===== src/rtl/pipelined_addsub_stream.sv =====
// Streaming add/subtract split into STAGES carry-chained chunk adders, one register
// boundary per chunk, with valid tagging, signed-overflow flag and output backpressure.
module pipelined_addsub_stream #(
  parameter int unsigned WIDTH  = 128,
  parameter int unsigned STAGES = 4
) (
  input  logic             clk,
  input  logic             rst,
  input  logic             in_valid,
  output logic             in_ready,
  input  logic [WIDTH-1:0] in_a,
  input  logic [WIDTH-1:0] in_b,
  input  logic             in_cin,
  input  logic             in_sub,
  output logic             out_valid,
  input  logic             out_ready,
  output logic [WIDTH-1:0] out_sum,
  output logic             out_cout,
  output logic             out_ovf
);

  localparam int unsigned CHUNK = WIDTH / STAGES;
  localparam int unsigned CW    = CHUNK + 1;
  localparam int unsigned LAST  = STAGES - 1;
  localparam int unsigned MSB   = WIDTH - 1;

  logic              adv_c;
  logic [WIDTH-1:0]  b_prep;
  logic              c0;

  logic [STAGES-1:0] vld_q, vld_d;
  logic [STAGES-1:0] cry_q, cry_d;
  logic [WIDTH-1:0]  a_q   [STAGES];
  logic [WIDTH-1:0]  a_d   [STAGES];
  logic [WIDTH-1:0]  b_q   [STAGES];
  logic [WIDTH-1:0]  b_d   [STAGES];
  logic [WIDTH-1:0]  sum_q [STAGES];
  logic [WIDTH-1:0]  sum_d [STAGES];

  logic [WIDTH-1:0]  src_a, src_b, src_s;
  logic              src_c, src_v;
  logic [CW-1:0]     part;
  int                kp;

  // Operands ride along in full so the last stage still sees the MSBs for overflow;
  // chunks nobody reads are dead logic and drop out in synthesis.
  always_comb begin
    adv_c  = out_ready | ~vld_q[LAST];
    b_prep = in_sub ? ~in_b : in_b;
    c0     = in_sub ? ~in_cin : in_cin;
    vld_d  = vld_q;
    cry_d  = cry_q;
    a_d    = a_q;
    b_d    = b_q;
    sum_d  = sum_q;
    src_a  = '0;
    src_b  = '0;
    src_s  = '0;
    src_c  = 1'b0;
    src_v  = 1'b0;
    part   = '0;
    kp     = 0;
    if (adv_c) begin
      for (int k = 0; k < int'(STAGES); k++) begin
        kp = (k > 0) ? k - 1 : 0;
        if (k == 0) begin
          src_a = in_a;
          src_b = b_prep;
          src_s = '0;
          src_c = c0;
          src_v = in_valid;
        end else begin
          src_a = a_q[kp];
          src_b = b_q[kp];
          src_s = sum_q[kp];
          src_c = cry_q[kp];
          src_v = vld_q[kp];
        end
        vld_d[k] = src_v;
        // Bubbles leave the data registers untouched.
        if (src_v) begin
          part     = CW'(src_a[k*CHUNK +: CHUNK]) + CW'(src_b[k*CHUNK +: CHUNK]) + CW'(src_c);
          a_d[k]   = src_a;
          b_d[k]   = src_b;
          sum_d[k] = src_s;
          sum_d[k][k*CHUNK +: CHUNK] = part[CHUNK-1:0];
          cry_d[k] = part[CHUNK];
        end
      end
    end
  end

  always_ff @(posedge clk or negedge rst) begin
    if (!rst) begin
      vld_q <= '0;
      cry_q <= '0;
      for (int k = 0; k < int'(STAGES); k++) begin
        a_q[k]   <= '0;
        b_q[k]   <= '0;
        sum_q[k] <= '0;
      end
    end else begin
      vld_q <= vld_d;
      cry_q <= cry_d;
      a_q   <= a_d;
      b_q   <= b_d;
      sum_q <= sum_d;
    end
  end

  assign in_ready  = adv_c;
  assign out_valid = vld_q[LAST];
  assign out_sum   = sum_q[LAST];
  assign out_cout  = cry_q[LAST];
  assign out_ovf   = (a_q[LAST][MSB] == b_q[LAST][MSB]) & (sum_q[LAST][MSB] != a_q[LAST][MSB]);

endmodule


===== config.mk =====
export PLATFORM = sky130hd
export DESIGN_NAME = pipelined_addsub_stream
export DESIGN_NICKNAME = d
export VERILOG_FILES = /design/src/rtl/pipelined_addsub_stream.sv
export SDC_FILE = /design/constraint.sdc
export NUM_CORES = 2
export LEC_CHECK = 0
export BUFFER_PORTS_ARGS = -buffer_cell sky130_fd_sc_hd__buf_2
export CAP_MARGIN = 20
export CELL_PAD_IN_SITES_DETAIL_PLACEMENT = 1
export CELL_PAD_IN_SITES_GLOBAL_PLACEMENT = 1
export CORE_MARGIN = 5
export CORE_UTILIZATION = 41
export DETAILED_ROUTE_END_ITERATION = 8
export PLACE_DENSITY = 0.75
export SLEW_MARGIN = 20
export SYNTH_ARGS = -nofsm -noshare
export SYNTH_HDL_FRONTEND = slang
export SYNTH_SLANG_ARGS = --single-unit

===== constraint.sdc =====
create_clock -name clk -period 3.45 [get_ports clk]
set_clock_uncertainty 0.2 [all_clocks]
set_input_delay 0.1725 -clock clk [delete_from_list [all_inputs] [get_ports clk]]
set_output_delay 0.1725 -clock clk [all_outputs]
set_load 0.05 [all_outputs]

* Word level (Yosys, flattened, before mapping)
Index checks and enable logic that the tools add are counted.
** Word-level totals
- Logic and storage cells :: 54
- Output and inout port bits :: 132
- Flip-flop bits (word level) :: 1352
** Operators by class
- Reduce and logical (&&, ||, !) cells :: 4
- Eq/ne operators :: 2
- Mux-type cells :: 18
- Add/sub/neg operators :: 8
- Bitwise gates (word level) :: 5
** Operator list (number)
- 2-to-1 mux 128 bit :: 9
- adder 32 x 32 -> 33 bit :: 4
- adder 33 x 1 -> 33 bit :: 4
- inverter 128 bit :: 1
- 2-to-1 mux 1 bit :: 9
- AND reduction 2 bit :: 4
- inverter 1 bit :: 2
- bitwise AND 1 bit :: 1
- == test 1 bit :: 1
- inequality test 1 bit :: 1
- OR 1 bit :: 1

* Logic depth before layout (Yosys ltp)
- Word-level depth :: 5
- Mapped depth :: 16

* Worst setup path after synthesis
OpenSTA, ideal clock, no wires.
- Path type :: input to register
- Start point :: input in_sub
- End point :: register sum_q[406] in the netlist's numbering
- Buffers on the path :: 3
- Library setup time :: 0.069 ns
- Slack :: -0.296 ns
- Data required time :: 3.181 ns
- Data arrival time :: 3.477 ns
- Stages on the path :: 16
- Cell sequence :: clkbuf_1 clkbuf_1 buf_1 xor2_1 fa_1 inv_1 fa_1 nor2b_1 o31a_1 o21bai_1 a21oi_1 o21ai_0 a211oi_1 nor2_1 or4_1 nand3_1
** On the way
- Longest elaborated chain between the ends :: 4
- Elaborated cells between the ends (all ways) :: 6
- Classes of those cells :: 2 x add/sub; 4 x mux
** Ends and longest elaborated chain
- start, declared :: RTL line 14 : input logic in_sub,
- 2-to-1 mux 128 bit :: RTL line 49 : b_prep = in_sub ? ~in_b : in_b;
- 2-to-1 mux 128 bit :: RTL line 63 : if (adv_c) begin
- adder 32 x 32 -> 33 bit :: RTL line 82 : part = CW'(src_a[k*CHUNK +: CHUNK]) + CW'(src_b[k*CHUNK +: CHUNK]) + CW'(src_c);
- adder 33 x 1 -> 33 bit (*) :: RTL line 82
- end signal, assigned :: RTL line 107 : sum_q <= sum_d;
- end, declared :: RTL line 37 : logic [WIDTH-1:0] sum_q [STAGES];
Every way passes the cells marked *; elsewhere a longest branch is shown, timed or not. The select of a mux whose other input is x is not followed.
A chain may end at the register's enable or synchronous reset.

* Final worst setup path
- Start point :: register b_q[224] in the netlist's numbering
- End point :: register sum_q, in the netlist out_sum[116]
** On the way
- Longest elaborated chain between the ends :: 3
** Ends and longest elaborated chain
- start, declared :: RTL line 35 : logic [WIDTH-1:0] b_q [STAGES];
- start signal, assigned by index :: RTL line 99 : b_q[k] <= '0;
- start signal, assigned :: RTL line 106 : b_q <= b_d;
- 2-to-1 mux 128 bit :: RTL line 63
- adder 32 x 32 -> 33 bit :: RTL line 82
- adder 33 x 1 -> 33 bit :: RTL line 82
Every way passes these cells. The select of a mux whose other input is x is not followed.

==> key figures <==
Outcome
  • Status: finished, violations left
  • Failing checks: setup timing

Critical path
  • Worst reg2reg path startpoint: b_q[224]$_DFFE_PN0P_
  • FF-to-FF setup slack: -0.08 ns
  • Worst Setup Path Type: reg2reg
  • Arrival @ worst endpoint: 3.84 ns
  • Worst Setup SP: b_q[224]$_DFFE_PN0P_
  • Worst setup EP type: flip-flop
  • CP startpoint kind: flip-flop
  • CP max FO: 4
  • Critical Path RT: 3.77 ns

Timing
  • Final setup fails: 1
  • Maximum clock frequency: 283.6 MHz
  • Max-slew headroom: 44.39%
  • Period utilization: 102.2%
  • Period minus WS final: roughly 3.5 ns
  • Worst-Margin Slew: 0.8341 ns
  • Final WS setup: -0.07655 ns
  • Final Hold Viols: 0
  • Pins Over Slew Limit: 0
  • RSZ-0062 raised after global routing: true

Floorplan
  • FP Rows: 106
  • Die height: 301.4 µm
  • Initial core utilization: 41.46%
  • Area of the core: 83,950 µm²
  • Die width: 301.4 µm
  • Total Die Area: 90,820 µm²
  • I/O Pins: roughly 400

Detailed routing
  • Wirelength per Cell: 19.58 µm
  • Initial DRC Count: 1,455
  • Number of nets with antenna violations after routing: 0
  • Drt drc: 0
  • Via density per instance: 5.111
  • DRT Pass-1 Iters: 5
  • Final WL: about 110,000 µm
  • DR vias: 27,550

Finish
  • Share of cells above drive strength 1: about a fifth
  • Synth-to-layout area growth: 24.13%
  • Fin util: about 51%
  • Fin cells: about 5,400
  • # fillers: 9,397
  • Nets: 4,574
  • Final Instance Area: around 43,000 µm²

Yosys
  • Synth Cell Area: 34,810 µm²
  • Area leader, netlist: dfrtp_1
  • Mapped Cells: 3,682
  • Synth cell types: 66
  • Synthesized Nets: 4,076
  • Top cell type's share of synthesized area: 51.33%
  • Top FF cell, synth: dfrtp_1
  • Syn Area/Cell: 9.453 µm²
  • Largest cells by area after synthesis: dfrtp_1 51%, nand2_1 14%, mux2_2 5.3%
  • Yosys warns: 0
  • Seq/Total Area, Yosys: 51.33%
  • EDFF count, synth: 0
  • Asr flop ratio synth: 100.0%
  • #FFs+latches synth: 714

Power and ir drop
  • Maximum VDD drop: around 0.00044 V
  • Pwr Density: approximately 970 nW/µm²
  • Static leakage: 21.51 nW

Worst hold path
  • HP Class: in2reg
  • Worst hold start: in_b[1]

Clock tree
  • Clk buf depth: 3
  • Clock buffer count from CTS: 82
  • Worst-path clk slew: 0.07 ns
  • CTS tree: built
  • H-tree levels: 3
  • Clk Latency, worst-skew pair: 0.63 ns
  • CTS Sinks: 714
  • CTS root buffer: clkbuf_16

Placement
  • Port bufs: a little under 400
  • Dpl hpwl: 69,850 µm
  • Placer congestion estimate: 0.8483
  • Area post-placement: 37,630 µm²
  • Placed cell count: 4,988

GRT
  • Tot GR Track Use: between 20% and 30%
  • Initial antenna violation count: 13
  • Number of global-route vias before repair: 30,460
  • Largest net degree at the start of global routing: 108
  • Gr ovfl total: 0
  • First-pass GRT wire length: 169,200 µm

Run
  • Max cap viols: 0
==> worst max-delay path, stage by stage, from the launching register on <==
cell      delay [ns]
dfrtp_1         0.41
fa_2            0.41
fa_2            0.36
a21o_1          0.21
a221oi_2        0.28
o211ai_1        0.15
a211o_1         0.33
or3_1           0.34
a31oi_2         0.17
o31ai_1         0.11
xor2_1          0.16
mux2_2          0.28
==> kinds of logic after synthesis <==
family / after synthesis / share of synthesized area [%]
multiplexers: 164 / 5.302
adder cells (fa/ha/maj): 132 / 4.918
AO/OA/AOI/OAI: 596 / 10.28
AND/OR/NAND/NOR: 1492 / 17.18
XOR/XNOR: 230 / 5.788
flip-flops: 714 / 51.33
buffers and inverters: 354 / 5.202
==> synthesized netlist by cell type (all sizes together), types with 3 or more instances <==
cell type	instances
nand4	16
mux2	163
and4	8
a21o	67
a31oi	14
o2111ai	5
o211ai	12
and3	17
a211o	5
xnor2	145
a21boi	5
fa	8
dfrtp	714
a41oi	4
o41ai	4
inv	34
o311ai	3
nor2	71
buf	149
o21bai	14
nor3b	3
o21a	15
a221oi	6
o31ai	10
nor2b	15
clkbuf	171
a2111oi	5
nand2b	11
nand3	29
nor3	18
nand4b	4
a21oi	121
or3	6
or4b	3
nand2	1272
a211oi	22
o21ai	263
or2	5
a22oi	3
xor2	85
and2	6
o22ai	4
ha	124
==> stage by stage <==
step | setup TNS (ns) | power (mW) | worst slack, ns | hold slack [ns]
finish | -0.07655 | 41.91 | -0.07655 | 0.04990
global route | -0.7639 | 44.77 | -0.2336 | 0.03288
CTS | -0.1228 | 41.97 | -0.1039 | 0.002137
detailed placement | -0.2935 | 31.66 | -0.1259 | -0.003709
global placement | -0.1067 | 30.94 | -0.05682 | 0.0006964
floorplan | -0.03003 | 26.79 | -0.03003 | -0.3231
==> metal layers <==
layer,GRT usage [%],wire [µm],up-vias
met1,29.77,45590,13750
met4,6.793,2999,8
met3,3.743,4268,170
met2,40.53,52630,526
met5,0,55,-
li1,-,-,13100
==> layout by cell type (no fill, tap or decap), types with 11 or more instances in the layout <==
cell type | netlist | final
a211oi_1 | 22 | 20
a21o_1 | 67 | 67
a21oi_1 | 121 | 117
and3_1 | 17 | 17
buf_12 | 0 | 25
buf_2 | 1 | 391
buf_4 | 128 | 78
bufinv_16 | 0 | 16
clkbuf_1 | 171 | 14
clkbuf_16 | 0 | 85
clkbuf_8 | 0 | 15
clkinv_2 | 0 | 14
dfrtp_1 | 714 | 714
dlygate4sd3_1 | 0 | 237
ha_1 | 124 | 123
inv_1 | 34 | 34
mux2_2 | 163 | 163
nand2_1 | 1272 | 1268
nand2b_1 | 11 | 11
nand3_1 | 29 | 28
nand4_1 | 16 | 16
nor2_1 | 71 | 71
nor2b_1 | 15 | 14
nor3_1 | 18 | 17
o211ai_1 | 12 | 12
o21a_1 | 15 | 15
o21ai_0 | 263 | 259
o21bai_1 | 14 | 14
xnor2_1 | 145 | 145
xor2_1 | 85 | 85
==> sequential cells by signal, indices dropped and copies added (netlist names) <==
name     flops
a_q        193
b_q        193
out_sum    128
sum_q      192
vld_q        4
cry_q        4
==> power breakdown <==
part / total, mW / switching, mW / internal (mW) / leakage, nW
clock network: 9.72 / 3.68 / 6.03 / 1.48
registers: 14.2 / 2.28 / 11.9 / 8.88
logic: 18.0 / 11.4 / 6.65 / 11.1
==> what timing repair did <==
item                                   4_1_cts  5_1_grt
setup buffers                                3        3
gates cloned                                 0        0
setup endpoints to repair                    7       21
hold buffers                               238        0
pin swaps                                    6        9
endpoints found under the hold margin      878        0
gates resized for setup                      5       21
==> cell type report <==
class / instances / area, µm² / share of cell area, %
Inverter: 34 / 127.6 / 0.2954
Sequential cell: 714 / 17870 / 41.36
Clock inverter: 39 / 651.9 / 1.509
Multi-Input combinational cell: 2614 / 15270 / 35.35
Timing Repair Buffer: 734 / 5472 / 12.66
Tap cell: 1134 / 1419 / 3.284
Antenna cell: 9 / 22.52 / 0.05213
Clock buffer: 113 / 2372 / 5.491
==> final timing paths <==
path                                                 end  depth (start not counted)
worst max-delay path            out_sum[116]$_DFFE_PN0P_                         11
worst min-delay path              sum_q[386]$_DFFE_PN0P_                          6
worst max register to register  out_sum[116]$_DFFE_PN0P_                         11
worst min register to register      b_q[250]$_DFFE_PN0P_                          2
max in group asynchronous        out_sum[84]$_DFFE_PN0P_                          4
min in group asynchronous           a_q[433]$_DFFE_PN0P_                          3
Power figures use the tool's default switching activity.
